===== src/rtl/huffman_pkg.sv =====
// Shared constants and state encoding for the Huffman bitstream packer.
package huffman_pkg;

    localparam int unsigned CODE_W = 10;
    localparam int unsigned LEN_W  = 4;
    localparam int unsigned BYTE_W = 8;
    localparam int unsigned ACC_W  = 18;
    localparam int unsigned CNT_W  = 5;

    typedef enum logic [1:0] {
        IDLE,
        DRAIN,
        FLUSH
    } packer_state_t;

endpackage


===== src/rtl/byte_out_slot.sv =====
// Single-entry output byte register with valid/ready hold and a wrapping hand-off counter.
module byte_out_slot
    import huffman_pkg::*;
(
    input  logic              clk_i,
    input  logic              rst_ni,
    input  logic              load_i,
    input  logic [BYTE_W-1:0] data_i,
    input  logic              byte_ready_i,
    output logic              slot_free_o,
    output logic [BYTE_W-1:0] byte_out_o,
    output logic              byte_valid_o,
    output logic [15:0]       byte_count_o
);

    logic [BYTE_W-1:0] data_q, data_d;
    logic              valid_q, valid_d;
    logic [15:0]       count_q, count_d;

    assign slot_free_o = !valid_q || byte_ready_i;

    always_comb begin
        data_d  = data_q;
        valid_d = valid_q;
        if (load_i) begin
            data_d  = data_i;
            valid_d = 1'b1;
        end else if (byte_ready_i) begin
            valid_d = 1'b0;
        end
        count_d = count_q + 16'(valid_q && byte_ready_i);
    end

    always_ff @(posedge clk_i or negedge rst_ni) begin
        if (!rst_ni) begin
            data_q  <= '0;
            valid_q <= 1'b0;
            count_q <= '0;
        end else begin
            data_q  <= data_d;
            valid_q <= valid_d;
            count_q <= count_d;
        end
    end

    assign byte_out_o   = data_q;
    assign byte_valid_o = valid_q;
    assign byte_count_o = count_q;

endmodule


===== src/rtl/huffman_bit_packer.sv =====
// Packs right-aligned variable-length codes MSB-first into bytes, with zero-padded flush.
module huffman_bit_packer
    import huffman_pkg::*;
#(
    parameter int unsigned CODE_W = 10,
    parameter int unsigned LEN_W  = 4
) (
    input  logic              clk,
    input  logic              rst_n,
    input  logic [CODE_W-1:0] huffman_in,
    input  logic [LEN_W-1:0]  bit_length,
    input  logic              valid_in,
    output logic              ready_out,
    input  logic              flush,
    output logic              flush_done,
    output logic [7:0]        byte_out,
    output logic              byte_valid,
    input  logic              byte_ready,
    output logic [15:0]       byte_count
);

    logic [ACC_W-1:0]  acc_q, acc_d;
    logic [CNT_W-1:0]  bit_cnt_q, bit_cnt_d;
    packer_state_t     state_q;
    logic              flush_done_q;

    logic              flush_pend, slot_free, accept, emit, drain, load;
    logic [LEN_W-1:0]  len;
    logic [CODE_W-1:0] code_m;
    logic [ACC_W-1:0]  aligned;

    assign flush_pend = (state_q == FLUSH);
    assign ready_out  = (bit_cnt_q < CNT_W'(8)) && !flush_pend;
    assign accept     = valid_in && ready_out;
    assign emit       = (bit_cnt_q >= CNT_W'(8)) && slot_free;
    assign drain      = flush_pend && (bit_cnt_q < CNT_W'(8)) && slot_free;

    assign len     = (bit_length > LEN_W'(CODE_W)) ? LEN_W'(CODE_W) : bit_length;
    assign code_m  = huffman_in & CODE_W'((32'd1 << len) - 32'd1);
    // Left-justify the code to bit 17, then drop it in just below the pending bits.
    assign aligned = (ACC_W'(code_m) << (ACC_W - 32'(len))) >> bit_cnt_q;

    always_comb begin
        acc_d     = acc_q;
        bit_cnt_d = bit_cnt_q;
        load      = 1'b0;
        if (accept) begin
            acc_d     = acc_q | aligned;
            bit_cnt_d = bit_cnt_q + CNT_W'(len);
        end else if (emit) begin
            load      = 1'b1;
            acc_d     = acc_q << BYTE_W;
            bit_cnt_d = bit_cnt_q - CNT_W'(BYTE_W);
        end else if (drain) begin
            load      = (bit_cnt_q != '0);
            acc_d     = '0;
            bit_cnt_d = '0;
        end
    end

    always_ff @(posedge clk or negedge rst_n) begin
        if (!rst_n) begin
            acc_q        <= '0;
            bit_cnt_q    <= '0;
            state_q      <= IDLE;
            flush_done_q <= 1'b0;
        end else begin
            acc_q        <= acc_d;
            bit_cnt_q    <= bit_cnt_d;
            flush_done_q <= drain;
            if (flush_pend) begin
                if (drain) begin
                    state_q <= IDLE;
                end
            end else if (flush) begin
                state_q <= FLUSH;
            end else begin
                state_q <= (bit_cnt_d >= CNT_W'(8)) ? DRAIN : IDLE;
            end
        end
    end

    assign flush_done = flush_done_q;

    byte_out_slot u_slot (
        .clk_i        (clk),
        .rst_ni       (rst_n),
        .load_i       (load),
        .data_i       (acc_q[ACC_W-1 -: BYTE_W]),
        .byte_ready_i (byte_ready),
        .slot_free_o  (slot_free),
        .byte_out_o   (byte_out),
        .byte_valid_o (byte_valid),
        .byte_count_o (byte_count)
    );

endmodule


===== config.mk =====
export PLATFORM = sky130hd
export DESIGN_NAME = huffman_bit_packer
export DESIGN_NICKNAME = d
export VERILOG_FILES = /design/src/rtl/huffman_pkg.sv /design/src/rtl/byte_out_slot.sv /design/src/rtl/huffman_bit_packer.sv
export SDC_FILE = /design/constraint.sdc
export NUM_CORES = 1
export LEC_CHECK = 0
export ABC_AREA = 1
export CELL_PAD_IN_SITES_DETAIL_PLACEMENT = 1
export CELL_PAD_IN_SITES_GLOBAL_PLACEMENT = 1
export CORE_UTILIZATION = 41
export DETAILED_ROUTE_END_ITERATION = 8
export PLACE_DENSITY_LB_ADDON = 0.12
export SLEW_MARGIN = 20
export SYNTH_ARGS = -nofsm -noshare
export SYNTH_HDL_FRONTEND = slang
export SYNTH_SLANG_ARGS = --single-unit
export TNS_END_PERCENT = 1

===== constraint.sdc =====
create_clock -name clk -period 3.4 [get_ports clk]
set_clock_uncertainty 0.2 [all_clocks]
set_input_delay 0.68 -clock clk [delete_from_list [all_inputs] [get_ports clk]]
set_output_delay 0.68 -clock clk [all_outputs]
set_load 0.01 [all_outputs]

Word level (Yosys, flattened, before mapping)
Cells that the tools add are included.
Cells by class
  div/mod/pow operators: 0
  eq/ne operators: 2
  shift-type cells: 3
  magnitude comparators: 4
  muxes and demuxes: 16
  reduce and logical (&&, ||, !) cells: 12
  bitwise logic cells: 2
  multipliers: 0
  add/subtract/negate cells: 5
Operator list (number)
  $mux W18: 3
  $shl A10 B32 Y18: 1
  $or A18 B18 Y18: 1
  $shr A18 B5 Y18: 1
  $add A16 B1 Y16: 1
  $mux W5: 3
  $and A10 B10 Y10: 1
  $ge A5 B4 Y1 const B: 2
  $shl A1 B4 Y10 const A: 1
  $sub A10 B1 Y10 const B: 1
  $logic_and A1 B1 Y1: 6
  $mux W1: 6
  $mux W2: 3
  $sub A5 B4 Y6 const A: 1
  $add A5 B4 Y5: 1
  $lt A5 B4 Y1 const B: 1
  $reduce_bool A5 Y1: 1
  $sub A5 B4 Y5 const B: 1
  $gt A4 B4 Y1 const B: 1
  $mux W4: 1
  $reduce_bool A3 Y1: 1
  $eq A2 B2 Y1 const B: 1
  $logic_not A1 Y1: 2
  $ne A2 B1 Y1 const B: 1
  other kinds (2): 2
Storage, ports and cells
  bits in read-only memories: 0
  bits in registers: 51
  bits in writable memories: 0
  memories: 0
  bits in latches: 0
  word-level logic and storage cells: 51

Depth between registers and ports, before layout
  word-level depth: 10
  depth in mapped cells: 29

Hierarchy
Synthesis repeated with hierarchy kept, for this count alone.
Unflattened totals
  cells, all modules: 644
  area, all modules: 4229.1 um^2
By module, submodules not included
  huffman_bit_packer: sequential area each 650.6 um^2, area an instance 3070.4 um^2, cells each 515, times used 1
  byte_out_slot: sequential area each 625.6 um^2, area an instance 1158.6 um^2, cells each 129, times used 1

Worst setup path before layout
OpenSTA, ideal clock, no wires.
  path type: input port to flip-flop
  start point: input bit_length[3]
  end point: register acc_q[12]
  cell stages on the path: 28
  setup slack: -0.125 ns
  setup time: 0.124 ns
  arrival: 3.200 ns
  required time: 3.076 ns
  cells stage by stage: buf_4 inv_4 o21ai_4 buf_4 ha_1 inv_1 nor2_4 nand2_1 ha_1 inv_1 nand2_1 nand3_1 nand2_1 o21ai_1 o21ai_1 or2_1 nand3_1 nand2_1 nand2_1 nand2_1 nand2_1 nand2_1 nand2_1 nand2_1 nand2_1 nand2_1 nand2_1 nand3_1
On the way
  word-level cells in the longest chain between the ends: 9
  elaborated cells between the ends (all ways): 10
Ends and longest elaborated chain
  from (decl): RTL line huffman_bit_packer.sv:11  | input logic [LEN_W-1:0] bit_length,
  $gt A4 B4 Y1: RTL line huffman_bit_packer.sv:38  | assign len = (bit_length > LEN_W'(CODE_W)) ? LEN_W'(CODE_W) : bit_length;
  $mux W4 (*): RTL line huffman_bit_packer.sv:38
  $shl A1 B4 Y10: RTL line huffman_bit_packer.sv:39  | assign code_m = huffman_in & CODE_W'((32'd1 << len) - 32'd1);
  $sub A10 B1 Y10: RTL line huffman_bit_packer.sv:39
  $and A10 B10 Y10: RTL line huffman_bit_packer.sv:39
  $shl A10 B32 Y18 (*): RTL line huffman_bit_packer.sv:41  | assign aligned = (ACC_W'(code_m) << (ACC_W - 32'(len))) >> bit_cnt_q;
  $shr A18 B5 Y18 (*): RTL line huffman_bit_packer.sv:41
  $or A18 B18 Y18 (*): RTL line huffman_bit_packer.sv:48  | acc_d = acc_q | aligned;
  $mux W18 (*): RTL line huffman_bit_packer.sv:47  | if (accept) begin
  to (signal assigned): RTL line huffman_bit_packer.sv:63  | acc_q <= '0;
  to (signal assigned): RTL line huffman_bit_packer.sv:68  | acc_q <= acc_d;
  to (decl): RTL line huffman_bit_packer.sv:22  | logic [ACC_W-1:0] acc_q, acc_d;
Every way passes the cells marked *; elsewhere a longest branch is shown, timed or not.
A chain may end at the register's enable or synchronous reset.

Worst setup path in the final report
  start point: input bit_length[0]
  end point: register acc_q[15]
The elaborated chain is that of the path after synthesis.

==> impl_metrics.toml <==
[sta]
timing.fmax_mhz = 290
setup_viol = 3
hold_viol = 0
slew_headroom_pct = 58.8
tightest_slew_ns = 0.615
fin_ws_ns = -0.0508
period_needed_ns = 3.45
timing.final.crit_share_pct = 101
rsz0062_at_grt = "yes"
drv_slew = 0

[power]
switching_share_pct = 49.9
comb_power_share_pct = 63.3
peakVddDrop_uv = 383
power.density_nw_per_um2 = 653
p_seq_share_pct = 26.8
p_leak_nw = 2.71
p_int_mw = 1.77
p_total_mw = 3.53
power.net_switching_mw = 1.76
clkPwrFrac_pct = 10.0

[global_route]
track_usage_pct = 27.5
grt_max_degree = 28
grt_pass1_wl_um = 22200
grt_remaining_overflow = 0
antenna_found_initial = 0
grt_pass1_vias = 4578

[setup_path]
endpoint_kind = "flop"
crit_type = "in -> reg"
arrival_ns = 3.44
cp_data_required_time_ns = 3.39
startpoint_type = "input port"
crit_fanout = 3

[status]
violations = "negative setup slack"
status = "finished with violations"

[synth]
synth_area_leaders = "dfrtp_1, nand2_1, nand3_1, inv_1, ha_1"
ys_seq_area_share_pct = 31.8
synth.top_cell.area_share_pct = 31.8
synth_ff_type = "dfrtp_1"
async_flop_share_pct = 100
avgSynthCellArea_sq_um = 6.69
yosysMostFrequentCell = "nand2_1"
synth_edf_count = 0
syn_inst = 600
synth.net_count = 633
yosysWarnings = 0
netlist_area_sq_um = 4020
synth.distinct_cells = 43
synth_seq_cells = 51
synth_area_leader_cell = "dfrtp_1"
synth_common_cells = "nand2_1, nand3_1, inv_1"

[placed_design]
placed_area_sq_um = 4910
pre_cts_slack_ns = -0.850
gp_congestion = 0.888
dp_hpwl_um = 10400
port_buffers = 45

[clocking]
postCtsHoldBufs = 0
clock_sinks = 51
numCtsBuffers = 5
clkSlewWorstSetupHoldPaths_ns = 0.09
clockBufferDepth = 2
cts_tree = "done"
htreeDepth = 2
clockRootBuffer = "clkbuf_8"
clk_latency_ns = 0.30

[job]
maxCapViolations = 0

[route]
firstDrtPassIters = 4
vias = 4451
via_per_inst = 5.43
antenna_left = 0
first_iter_violations = 242
post_drt_wl_per_cell_um = 17.1
drc_errors = 0
wl_um = 14000

[floorplanning]
std_cell_rows = 35
boundaryPins = 46
core_area_sq_um = 9370
die_y_um = 101
dieArea_sq_um = 10200
die_x_um = 101
start_util_pct = 42.8

[final_layout]
finalNetCount = 723
stdcell_area_sq_um = 5410
final_layout_size_suffix_gt1_share_pct = 25.0
antenna_cells = 0
synthToLayoutAreaGrowth_pct = 34.7
post-route-util_pct = 57.7

[worst_hold_path]
min_path_type = "in -> async"
## cells by family (layout without fill, tap and decap cells)
logic type | after synthesis | after routing | share of synthesized area, %
adder cells (fa/ha/maj) | 14 | 14 | 4.55
multiplexers | 2 | 2 | 0.561
XOR/XNOR | 15 | 15 | 3.46
flip-flops | 51 | 51 | 31.8
AND/OR/NAND/NOR | 376 | 376 | 42.3
AO/OA/AOI/OAI | 59 | 59 | 8.98
buffers and inverters | 83 | 174 | 8.41
## per-stage QoR
stage	hold slack [ns]	TNS [ns]	std cells
6_report	0.169	-0.0999	820
5_1_grt	0.183	-3.00	820
4_1_cts	0.178	-0.00837	812
3_5_place_dp	0.265	-14.63	801
3_3_place_gp	0.258	-10.74	801
2_1_floorplan	0.184	0	600
## timing repair
item	CTS	global route
endpoints found under the setup margin	18	18
gates resized for setup	29	77
pin swaps	19	48
setup buffers	3	8
## worst paths after layout
| kind | from | to | slack, ns | depth (start not counted) |
|---|---|---|---|---|
| worst min-delay path | rst_n | acc_q[2] | 0.17 | 1 |
| worst max register to register | bit_cnt_q[3] | u_slot.byte_out_o[6] | 0.61 | 12 |
| worst min register to register | u_slot.byte_count_o[15] | u_slot.byte_count_o[15] | 0.27 | 1 |
| max in group asynchronous | rst_n | acc_q[3] | 2.02 | 2 |
| min in group clk | u_slot.byte_count_o[15] | u_slot.byte_count_o[15] | 0.27 | 1 |
| worst max-delay path | bit_length[0] | acc_q[15] | -0.05 | 27 |
## worst max-delay path, stage by stage
cell,delay [ns]
buf_8,0.10
a21oi_4,0.21
nor2_4,0.09
nor2_4,0.20
ha_4,0.19
inv_4,0.04
nor2_4,0.11
nand2_2,0.08
ha_4,0.17
nand2_1,0.08
nor2_2,0.05
nand2_1,0.06
nand2_1,0.07
nand4_1,0.15
nand3_2,0.13
nand2_2,0.10
nand2_2,0.06
nand2_1,0.08
nand2_2,0.07
nand3_2,0.09
nand2_2,0.07
nand2_1,0.08
nand2_1,0.09
nand2_2,0.09
nor2_1,0.08
o21ai_1,0.13
nand3_1,0.08
## cells in the final DEF (no fill, tap or decap), types with 7 or more instances in the layout
cell             Yosys  final
nand2_1            193    161
nand3_1            105     83
buf_4                2     59
dfrtp_1             51     51
inv_1               53     50
clkdlybuf4s50_1      0     40
nand2_2              3     32
nor2_1              33     29
nand3_2              5     26
nand4_1             20     20
o21ai_0             21     18
a21oi_1             13     11
xor2_1               9      9
ha_1                13      8
nor2_4               5      7
## routing by layer
| layer | track usage [%] | share of wire [%] |
|---|---|---|
| met3 | 2.91 | 2.3 |
| met5 | 0 | 0 |
| met4 | 5.13 | 1.1 |
| met1 | 36.8 | 46 |
| met2 | 48.4 | 51 |
## registers in the layout (all words and copies together) (netlist names)
name                 cells
state_q                  2
bit_cnt_q                5
flush_done               1
u_slot.byte_out_o        8
u_slot.byte_valid_o      1
u_slot.byte_count_o     16
acc_q                   18
## area by class of cell
type / count / area, sq um
repair buffers: 107 / 931
flip-flops and latches: 51 / 1280
well taps: 129 / 161
multi-input cells: 466 / 2720
inverters: 59 / 231
fillers: 1232 / 3960
clock buffers: 6 / 72.6
clock inverters: 2 / 12.5
## power groups by stage
stage	clock network, mW	logic, mW	registers (mW)
CTS	0.358	2.07	0.940
global route	0.383	2.47	0.966
detailed placement	0	2.04	0.948
finish	0.353	2.23	0.945
global placement	0	1.97	0.930
floorplan	0	1.28	0.943
Power figures use the tool's default switching activity.
